**config.mk**
```make
export PLATFORM = sky130hd
export DESIGN_NAME = step_pulse_generator_flat
export DESIGN_NICKNAME = d
export VERILOG_FILES = /design/src/rtl/step_pulse_generator_if.sv /design/src/rtl/step_pulse_generator.sv /design/src/flat_wrapper.sv
export SDC_FILE = /design/constraint.sdc
export NUM_CORES = 1
export LEC_CHECK = 0
export ABC_CLOCK_PERIOD_IN_PS = 6310
export CORE_ASPECT_RATIO = 1.75
export CORE_MARGIN = 1.5
export CORE_UTILIZATION = 51
export CTS_CLUSTER_SIZE = 12
export DETAILED_ROUTE_END_ITERATION = 16
export GPL_ROUTABILITY_DRIVEN = 0
export MAX_ROUTING_LAYER = met4
export PLACE_DENSITY = 0.65
export SLEW_MARGIN = 20
export SYNTH_ARGS = -nofsm -noshare
export SYNTH_HDL_FRONTEND = slang
export SYNTH_SLANG_ARGS = --single-unit
```
**constraint.sdc**
```tcl
create_clock -name clk -period 6.31 [get_ports clk]
set_clock_uncertainty 0.15 [all_clocks]
set_input_delay 1.262 -clock clk [delete_from_list [all_inputs] [get_ports clk]]
set_output_delay 1.262 -clock clk [all_outputs]
set_load 0.05 [all_outputs]
```
**src/rtl/step_pulse_generator_if.sv**
```systemverilog
// Control and status bundle between the step-pulse generator and its consumer.
// The master drives enable/mode; the slave (the generator) returns the pulse
// stream and the shared one-second time base.
interface step_pulse_generator_if;
    logic       en;
    logic [1:0] mode;
    logic       pulse;
    logic       sec_tick;
    logic [7:0] sec_count;
    logic [7:0] cur_rate;

    modport master (
        output en, mode,
        input  pulse, sec_tick, sec_count, cur_rate
    );

    modport slave (
        input  en, mode,
        output pulse, sec_tick, sec_count, cur_rate
    );
endinterface

```
**src/rtl/step_pulse_generator.sv**
```systemverilog
// Step-pulse stimulus source: emits `rate` evenly spaced single-cycle pulses per
// second (walk / jog / run / hybrid schedule) plus a 1 s tick and seconds count.
// The per-second pulse interval floor(CLK_HZ/rate) comes from one shared
// restoring divider: a 32-cycle pre-roll computes the first second, after which
// the divider works on the following second during cycles 0..CW of each second.
module step_pulse_generator #(
    parameter int CLK_HZ   = 100_000_000,
    parameter int WALK_SPS = 32,
    parameter int JOG_SPS  = 64,
    parameter int RUN_SPS  = 128
) (
    input  logic                   clk,
    input  logic                   reset,
    step_pulse_generator_if.slave  bus
);
    // Counter width must hold CLK_HZ itself, since it is also the dividend.
    localparam int            CW        = $clog2(CLK_HZ + 1);
    localparam int            PRE_CYC   = 32;
    localparam logic [CW-1:0] LAST_CYC  = CW'(CLK_HZ - 1);
    localparam logic [CW-1:0] DIVIDEND  = CW'(CLK_HZ);
    localparam logic [5:0]    DIV_STEPS = 6'(CW);

    typedef enum logic [1:0] {
        S_IDLE = 2'd0,
        S_PRE  = 2'd1,
        S_RUN  = 2'd2
    } state_t;

    state_t        r_state;
    state_t        w_state_nxt;
    logic [1:0]    r_mode;
    logic [4:0]    r_pre;
    logic [CW-1:0] r_cyc;
    logic [CW-1:0] r_step;
    logic [7:0]    r_pcnt;
    logic [7:0]    r_sec;
    logic [7:0]    r_rate;
    logic [CW-1:0] r_ival;
    logic          r_pulse;
    logic          r_tick;

    logic [4:0]    w_pre_nxt;
    logic [CW-1:0] w_cyc_nxt;
    logic [CW-1:0] w_step_nxt;
    logic [7:0]    w_pcnt_nxt;
    logic [7:0]    w_sec_nxt;
    logic [7:0]    w_rate_nxt;
    logic [CW-1:0] w_ival_nxt;
    logic          w_pulse_nxt;
    logic          w_tick_nxt;
    logic          w_mode_chg;

    // Divider: r_div_q ends up holding the quotient, r_div_d doubles as the
    // buffered rate for the second whose interval is being computed.
    logic [CW-1:0] r_div_q;
    logic [7:0]    r_div_r;
    logic [7:0]    r_div_d;
    logic [5:0]    r_div_cnt;
    logic          w_div_start;
    logic [7:0]    w_div_rate;
    logic [8:0]    w_div_sh;
    logic          w_div_ge;
    logic [7:0]    w_div_sub;

    // Steps/s for a mode and 1-based second index; hybrid follows its fixed schedule.
    function automatic logic [7:0] f_rate(input logic [1:0] m, input logic [9:0] s);
        logic [7:0] v;
        v = '0;
        case (m)
            2'b00:   v = 8'(WALK_SPS);
            2'b01:   v = 8'(JOG_SPS);
            2'b10:   v = 8'(RUN_SPS);
            default: begin
                case (s)
                    10'd1:   v = 8'd20;
                    10'd2:   v = 8'd33;
                    10'd3:   v = 8'd66;
                    10'd4:   v = 8'd27;
                    10'd5:   v = 8'd70;
                    10'd6:   v = 8'd30;
                    10'd7:   v = 8'd19;
                    10'd8:   v = 8'd30;
                    10'd9:   v = 8'd33;
                    default: begin
                        if (s <= 10'd73)       v = 8'd69;
                        else if (s <= 10'd79)  v = 8'd34;
                        else if (s <= 10'd144) v = 8'd124;
                        else                   v = 8'd0;
                    end
                endcase
            end
        endcase
        return v;
    endfunction

    // A mode change only restarts an active generator; idle just tracks the input.
    assign w_mode_chg = bus.en && (r_state != S_IDLE) && (bus.mode != r_mode);

    // Next-state and next-counter logic; outputs are derived from the next values
    // so the registered pulse/tick line up with the cycle counter they describe.
    always_comb begin
        w_state_nxt = r_state;
        w_pre_nxt   = r_pre;
        w_cyc_nxt   = r_cyc;
        w_step_nxt  = r_step;
        w_pcnt_nxt  = r_pcnt;
        w_sec_nxt   = r_sec;
        w_rate_nxt  = r_rate;
        w_ival_nxt  = r_ival;
        w_div_start = 1'b0;
        w_div_rate  = '0;

        if (!bus.en) begin
            w_state_nxt = S_IDLE;
            w_pre_nxt   = '0;
            w_cyc_nxt   = '0;
            w_step_nxt  = '0;
            w_pcnt_nxt  = '0;
            w_sec_nxt   = '0;
            w_rate_nxt  = '0;
            w_ival_nxt  = '0;
        end else if (r_state == S_IDLE || w_mode_chg) begin
            // Start or restart: pre-roll computes the first second's interval.
            w_state_nxt = S_PRE;
            w_pre_nxt   = '0;
            w_cyc_nxt   = '0;
            w_step_nxt  = '0;
            w_pcnt_nxt  = '0;
            w_sec_nxt   = '0;
            w_rate_nxt  = '0;
            w_ival_nxt  = '0;
            w_div_start = 1'b1;
            w_div_rate  = f_rate(bus.mode, 10'd1);
        end else if (r_state == S_PRE) begin
            if (r_pre == 5'(PRE_CYC - 1)) begin
                w_state_nxt = S_RUN;
                w_pre_nxt   = '0;
                w_rate_nxt  = r_div_d;
                w_ival_nxt  = r_div_q;
            end else begin
                w_pre_nxt = r_pre + 5'd1;
            end
        end else begin
            if (r_cyc == LAST_CYC) begin
                // Second boundary: swap in the interval computed during this second.
                w_cyc_nxt  = '0;
                w_step_nxt = '0;
                w_pcnt_nxt = '0;
                w_sec_nxt  = (r_sec == 8'hFF) ? r_sec : r_sec + 8'd1;
                w_rate_nxt = r_div_d;
                w_ival_nxt = r_div_q;
            end else begin
                w_cyc_nxt  = r_cyc + CW'(1);
                w_step_nxt = (r_step == r_ival - CW'(1)) ? '0 : r_step + CW'(1);
                w_pcnt_nxt = r_pcnt + {7'd0, r_pulse};
                if (r_cyc == '0) begin
                    w_div_start = 1'b1;
                    w_div_rate  = f_rate(r_mode, {2'b00, r_sec} + 10'd2);
                end
            end
        end

        w_pulse_nxt = (w_state_nxt == S_RUN) && (w_step_nxt == w_ival_nxt - CW'(1)) &&
                      (w_pcnt_nxt < w_rate_nxt);
        w_tick_nxt  = (w_state_nxt == S_RUN) && (w_cyc_nxt == LAST_CYC);
    end

    // State, counters and registered outputs.
    always_ff @(posedge clk or posedge reset) begin
        if (reset) begin
            r_state <= S_IDLE;
            r_mode  <= 2'b00;
            r_pre   <= '0;
            r_cyc   <= '0;
            r_step  <= '0;
            r_pcnt  <= '0;
            r_sec   <= '0;
            r_rate  <= '0;
            r_ival  <= '0;
            r_pulse <= 1'b0;
            r_tick  <= 1'b0;
        end else begin
            r_state <= w_state_nxt;
            r_mode  <= bus.mode;
            r_pre   <= w_pre_nxt;
            r_cyc   <= w_cyc_nxt;
            r_step  <= w_step_nxt;
            r_pcnt  <= w_pcnt_nxt;
            r_sec   <= w_sec_nxt;
            r_rate  <= w_rate_nxt;
            r_ival  <= w_ival_nxt;
            r_pulse <= w_pulse_nxt;
            r_tick  <= w_tick_nxt;
        end
    end

    // One restoring step: shift in the next dividend bit, subtract if it fits.
    // When it fits the difference is below the divisor, so 8-bit math is exact.
    assign w_div_sh  = {r_div_r, r_div_q[CW-1]};
    assign w_div_ge  = (w_div_sh >= {1'b0, r_div_d});
    assign w_div_sub = w_div_sh[7:0] - r_div_d;

    // Shared divider: CW steps per computation, loaded on each start request.
    always_ff @(posedge clk or posedge reset) begin
        if (reset) begin
            r_div_q   <= '0;
            r_div_r   <= '0;
            r_div_d   <= '0;
            r_div_cnt <= '0;
        end else if (!bus.en) begin
            r_div_q   <= '0;
            r_div_r   <= '0;
            r_div_d   <= '0;
            r_div_cnt <= '0;
        end else if (w_div_start) begin
            r_div_q   <= DIVIDEND;
            r_div_r   <= '0;
            r_div_d   <= w_div_rate;
            r_div_cnt <= DIV_STEPS;
        end else if (r_div_cnt != '0) begin
            r_div_q   <= {r_div_q[CW-2:0], w_div_ge};
            r_div_r   <= w_div_ge ? w_div_sub : w_div_sh[7:0];
            r_div_cnt <= r_div_cnt - 6'd1;
        end
    end

    assign bus.pulse     = r_pulse;
    assign bus.sec_tick  = r_tick;
    assign bus.sec_count = r_sec;
    assign bus.cur_rate  = r_rate;
endmodule

```
**src/flat_wrapper.sv**
```systemverilog
// flat-port wrapper written by rule: the top's interface ports become plain ports
module step_pulse_generator_flat 
#(
    parameter int CLK_HZ   = 100_000_000,
    parameter int WALK_SPS = 32,
    parameter int JOG_SPS  = 64,
    parameter int RUN_SPS  = 128
)
  (clk, reset, bus_en, bus_mode, bus_pulse, bus_sec_tick, bus_sec_count, bus_cur_rate);
  step_pulse_generator_if bus_i ();
  input  logic clk;
  input  logic reset;
  input wire logic [$bits(bus_i.en)-1:0] bus_en;
  input wire logic [$bits(bus_i.mode)-1:0] bus_mode;
  output wire logic [$bits(bus_i.pulse)-1:0] bus_pulse;
  output wire logic [$bits(bus_i.sec_tick)-1:0] bus_sec_tick;
  output wire logic [$bits(bus_i.sec_count)-1:0] bus_sec_count;
  output wire logic [$bits(bus_i.cur_rate)-1:0] bus_cur_rate;
  assign bus_i.en = bus_en;
  assign bus_i.mode = bus_mode;
  assign bus_pulse = bus_i.pulse;
  assign bus_sec_tick = bus_i.sec_tick;
  assign bus_sec_count = bus_i.sec_count;
  assign bus_cur_rate = bus_i.cur_rate;
  step_pulse_generator #(.CLK_HZ(CLK_HZ), .WALK_SPS(WALK_SPS), .JOG_SPS(JOG_SPS), .RUN_SPS(RUN_SPS)) u_core (.clk(clk), .reset(reset), .bus(bus_i));
endmodule
```
==> flow_metrics.tcl <==
set metrics [dict create \
    synth_cells 1315 \
    fp.dieArea_um2 22600 \
    leakagePower_uw 0.00511 \
    max_freq_ghz 0.183 \
    clock_insertion_delay_worst_skew_ps 440 \
    critical_path.startpoint_type "flop" \
    clockRootBuffer "sky130_fd_sc_hd__clkbuf_16" \
    setup.worst_path.end_class "flop" \
    std_cell_rows 71 \
    synth_warnings 0 \
    wl_mm 32.9 \
    fin_tns_setup_ps 0 \
    worst_hold_path.num_cells 2 \
    cts_resized 0 \
    mostFrequentLayoutCell "sky130_fd_sc_hd__nand2_1" \
    setup_viol 0 \
    synth-seq-cells 165 \
    timing.critical_path.depth 18 \
    cp_data_required_time_ps 6510 \
    power_density_nw_per_um2 194 \
    htree_levels 4 \
    ys_seq_area_frac 0.374 \
    postSynth.topFlopCell "sky130_fd_sc_hd__dfrtp_1" \
    global_route.usage.total 0.313 \
    final-hold-violation-count 0 \
    total_power_uw 2370 \
    grt.overflow.total 0 \
    dpl.hpwl_mm 24.6 \
    drt-wirelength-per-cell_um 20.3 \
    most-common-layout-cells "sky130_fd_sc_hd__nand2_1 (191), sky130_fd_sc_hd__dfrtp_1 (165), sky130_fd_sc_hd__nor2_1 (127)" \
    met1_capacity_usage_during_global_routing 0.316 \
    min_period_over_period 0.866 \
    timing.max_cap.violations 0 \
    outcome "finished, final reports clean" \
    number_of_enable_type_register_cells_in_the_synthesized_netlist 0 \
    power_frac_comb 0.050 \
    crit_path_cells "ha_1, and4_1, nand4_1, o41a_2, nand2_1, a21oi_1, inv_1, ha_1, o21ai_0, nand4b_1, nor4_1, and3b_1, nand3b_1, xnor2_1, xnor2_1, nand4_1, or4_1, nor4_2" \
    power_frac_seq 0.458 \
    tritoncts_num_sinks 165 \
    critPathBufInv 1 \
    post_route_cells_drive_above_1_share 0.0730 \
    placeable_core_region_um2 21400 \
    post-cts-setup-buffers 0 \
    final.fill_count 2005 \
    rr_worst_depth 18 \
    placement_stage_worst_setup_slack_ps 558 \
    viasPerCell 6.10 \
    fin_ws_ps 844 \
    timing.hold.worst.class "flop to flop" \
    data_arrival_time_of_the_critical_path_ps 5660 \
    layout.nets 1353 \
    firstDrtPassIters 5 \
    crit_path_max_fanout 14 \
    timing.max_slew.rel_slack 0.388 \
    worst-slew-pin-transition_ps 909 \
    synth.avg_cell_area_um2 8.41 \
    vdd_drop_max_uv 219 \
    cts.clk_slew.worst_paths_ps 70 \
    synth_unique_cells 90 \
    finalWorstPathRequiredPeriod_ps 5470 \
    syn-cell-area_um2 11100 \
    global_route.usage.met2 0.554 \
    antennaDiodeCount 0 \
    finalMaxSlewViolations 0 \
    critical-path-top-delay-family "simple AND/OR/NAND/NOR gates" \
    synth_fp_nets 1352 \
    vias 9882 \
    tritoncts.num_buffers 17 \
    rsz0062_at_grt "no" \
    antenna_found_initial 0 \
    cts_tree "yes" \
    area_delta_synth_final_pct 10.5 \
    die_height_um 198 \
    critical-path-max-stage-delay_ps 650 \
    asyncSetResetFlopFracSynth 1.00 \
    die-width_um 114 \
    boundaryPins 23 \
    net_switching_power_uw 548 \
    grt.met3_usage 0.0331 \
    cts_max_path_bufs 2 \
    port-buffer-count 22 \
    holdBufCountCts 0 \
    floorplan.initialDensity 0.516 \
    detailed_route_iter0_violations 540 \
    grt_pass1_wl_mm 52.3 \
    grt_pass1_vias 9848 \
    crit_type "flop to flop" \
    hold_ws_ps 335 \
    grt_start_max_net_pins 94 \
    drcViolationCount 0 \
    gr-max-usage-layer "met2" \
    cpMaxStageDelayCell "sky130_fd_sc_hd__nor4_1" \
    power.switching_fraction 0.232 \
    power.clock.fraction 0.492 \
    p_int_uw 1820 \
    antenna_left 0 \
]
## state kept, by name (all words and copies together) (netlist names)
signal and cells:
u_core.r_cyc 27, u_core.r_div_q 27, u_core.r_ival 27, u_core.r_step 27
u_core.bus.cur_rate 8, u_core.bus.sec_count 8, u_core.r_div_d 8, u_core.r_div_r 8
u_core.r_pcnt 8, u_core.r_div_cnt 6, u_core.r_pre 5, u_core.r_mode 2
u_core.r_state 2, u_core.bus.pulse 1, u_core.bus.sec_tick 1
## worst min-delay path: cells and delay by family, from the launching register on
kind             cells  cell delay, ps
flip-flops           1             340
AO/OA/AOI/OAI        1              60
AND/OR/NAND/NOR      1              40
## routing by layer
metal,vias up,wire (µm)
li1,4651,-
met3,137,908
met5,-,0
met4,0,2640
met1,4804,11900
met2,290,17500
## cell type report
class                           count  area (µm²)  area share
Clock buffer                       20         447      0.0366
Sequential cell                   165        4130       0.338
Inverter                           44         170      0.0139
Multi-Input combinational cell   1042        6500       0.533
Clock inverter                     11         198      0.0162
Timing Repair Buffer               46         400      0.0328
Tap cell                          292         365      0.0299
## power groups by stage
stage / Clock (µW) / Sequential [µW] / Combinational, µW
final: 1160 / 1080 / 119
after floorplan: 0 / 1100 / 84.6
after CTS: 1180 / 1080 / 121
after global placement: 0 / 1100 / 119
after global routing: 1220 / 1080 / 136
after detailed placement: 0 / 1100 / 120
## synth_stat cells, drive strengths merged (22+ instances only)
| library cell | instances | area (µm²) |
|---|---|---|
| mux2i | 24 | 265 |
| dfrtp | 165 | 4130 |
| buf | 26 | 148 |
| ha | 31 | 388 |
| clkbuf | 38 | 143 |
| xor2 | 61 | 534 |
| xnor2 | 55 | 482 |
| nor3 | 45 | 241 |
| and3 | 28 | 175 |
| o21ai | 95 | 475 |
| nor2 | 127 | 477 |
| nand4 | 29 | 181 |
| nand2 | 192 | 728 |
| nand3 | 44 | 225 |
| nand2b | 22 | 138 |
| nor4 | 25 | 203 |
| inv | 44 | 165 |
| a21oi | 72 | 360 |
## stage by stage
step           instances   util  instance area [µm²]
3_5_place_dp        1589  0.540                11600
2_1_floorplan       1315      -                11100
3_3_place_gp        1589  0.540                11600
4_1_cts             1620  0.571                12200
6_report            1620  0.571                12200
5_1_grt             1620  0.571                12200
## logic make-up (layout without fill, tap and decap cells)
logic type                 count (synthesis)  count (layout)  synth area share
and+or+nand+nor                          594             594             0.271
buffers and inverters                    108             121            0.0412
muxes                                     28              28            0.0281
AOI/OAI and AO/OA                        271             271             0.156
xor gates and xnor gates                 117             117            0.0940
adders and majority gates                 32              32            0.0369
DFF                                      165             165             0.374
## worst paths after layout
kind	from	endpoint	slack, ps
worst max-delay path	u_core.r_cyc[1]	u_core.bus.pulse	840
worst min-delay path	u_core.r_div_d[3]	u_core.r_div_d[3]	330
worst max register to register	u_core.r_cyc[1]	u_core.bus.pulse	840
worst min register to register	u_core.r_div_d[3]	u_core.r_div_d[3]	330
max in group asynchronous	reset	u_core.bus.cur_rate[7]	3680
min in group asynchronous	reset	u_core.r_step[9]	1230
Note: power is estimated with default switching activity, not from simulation.
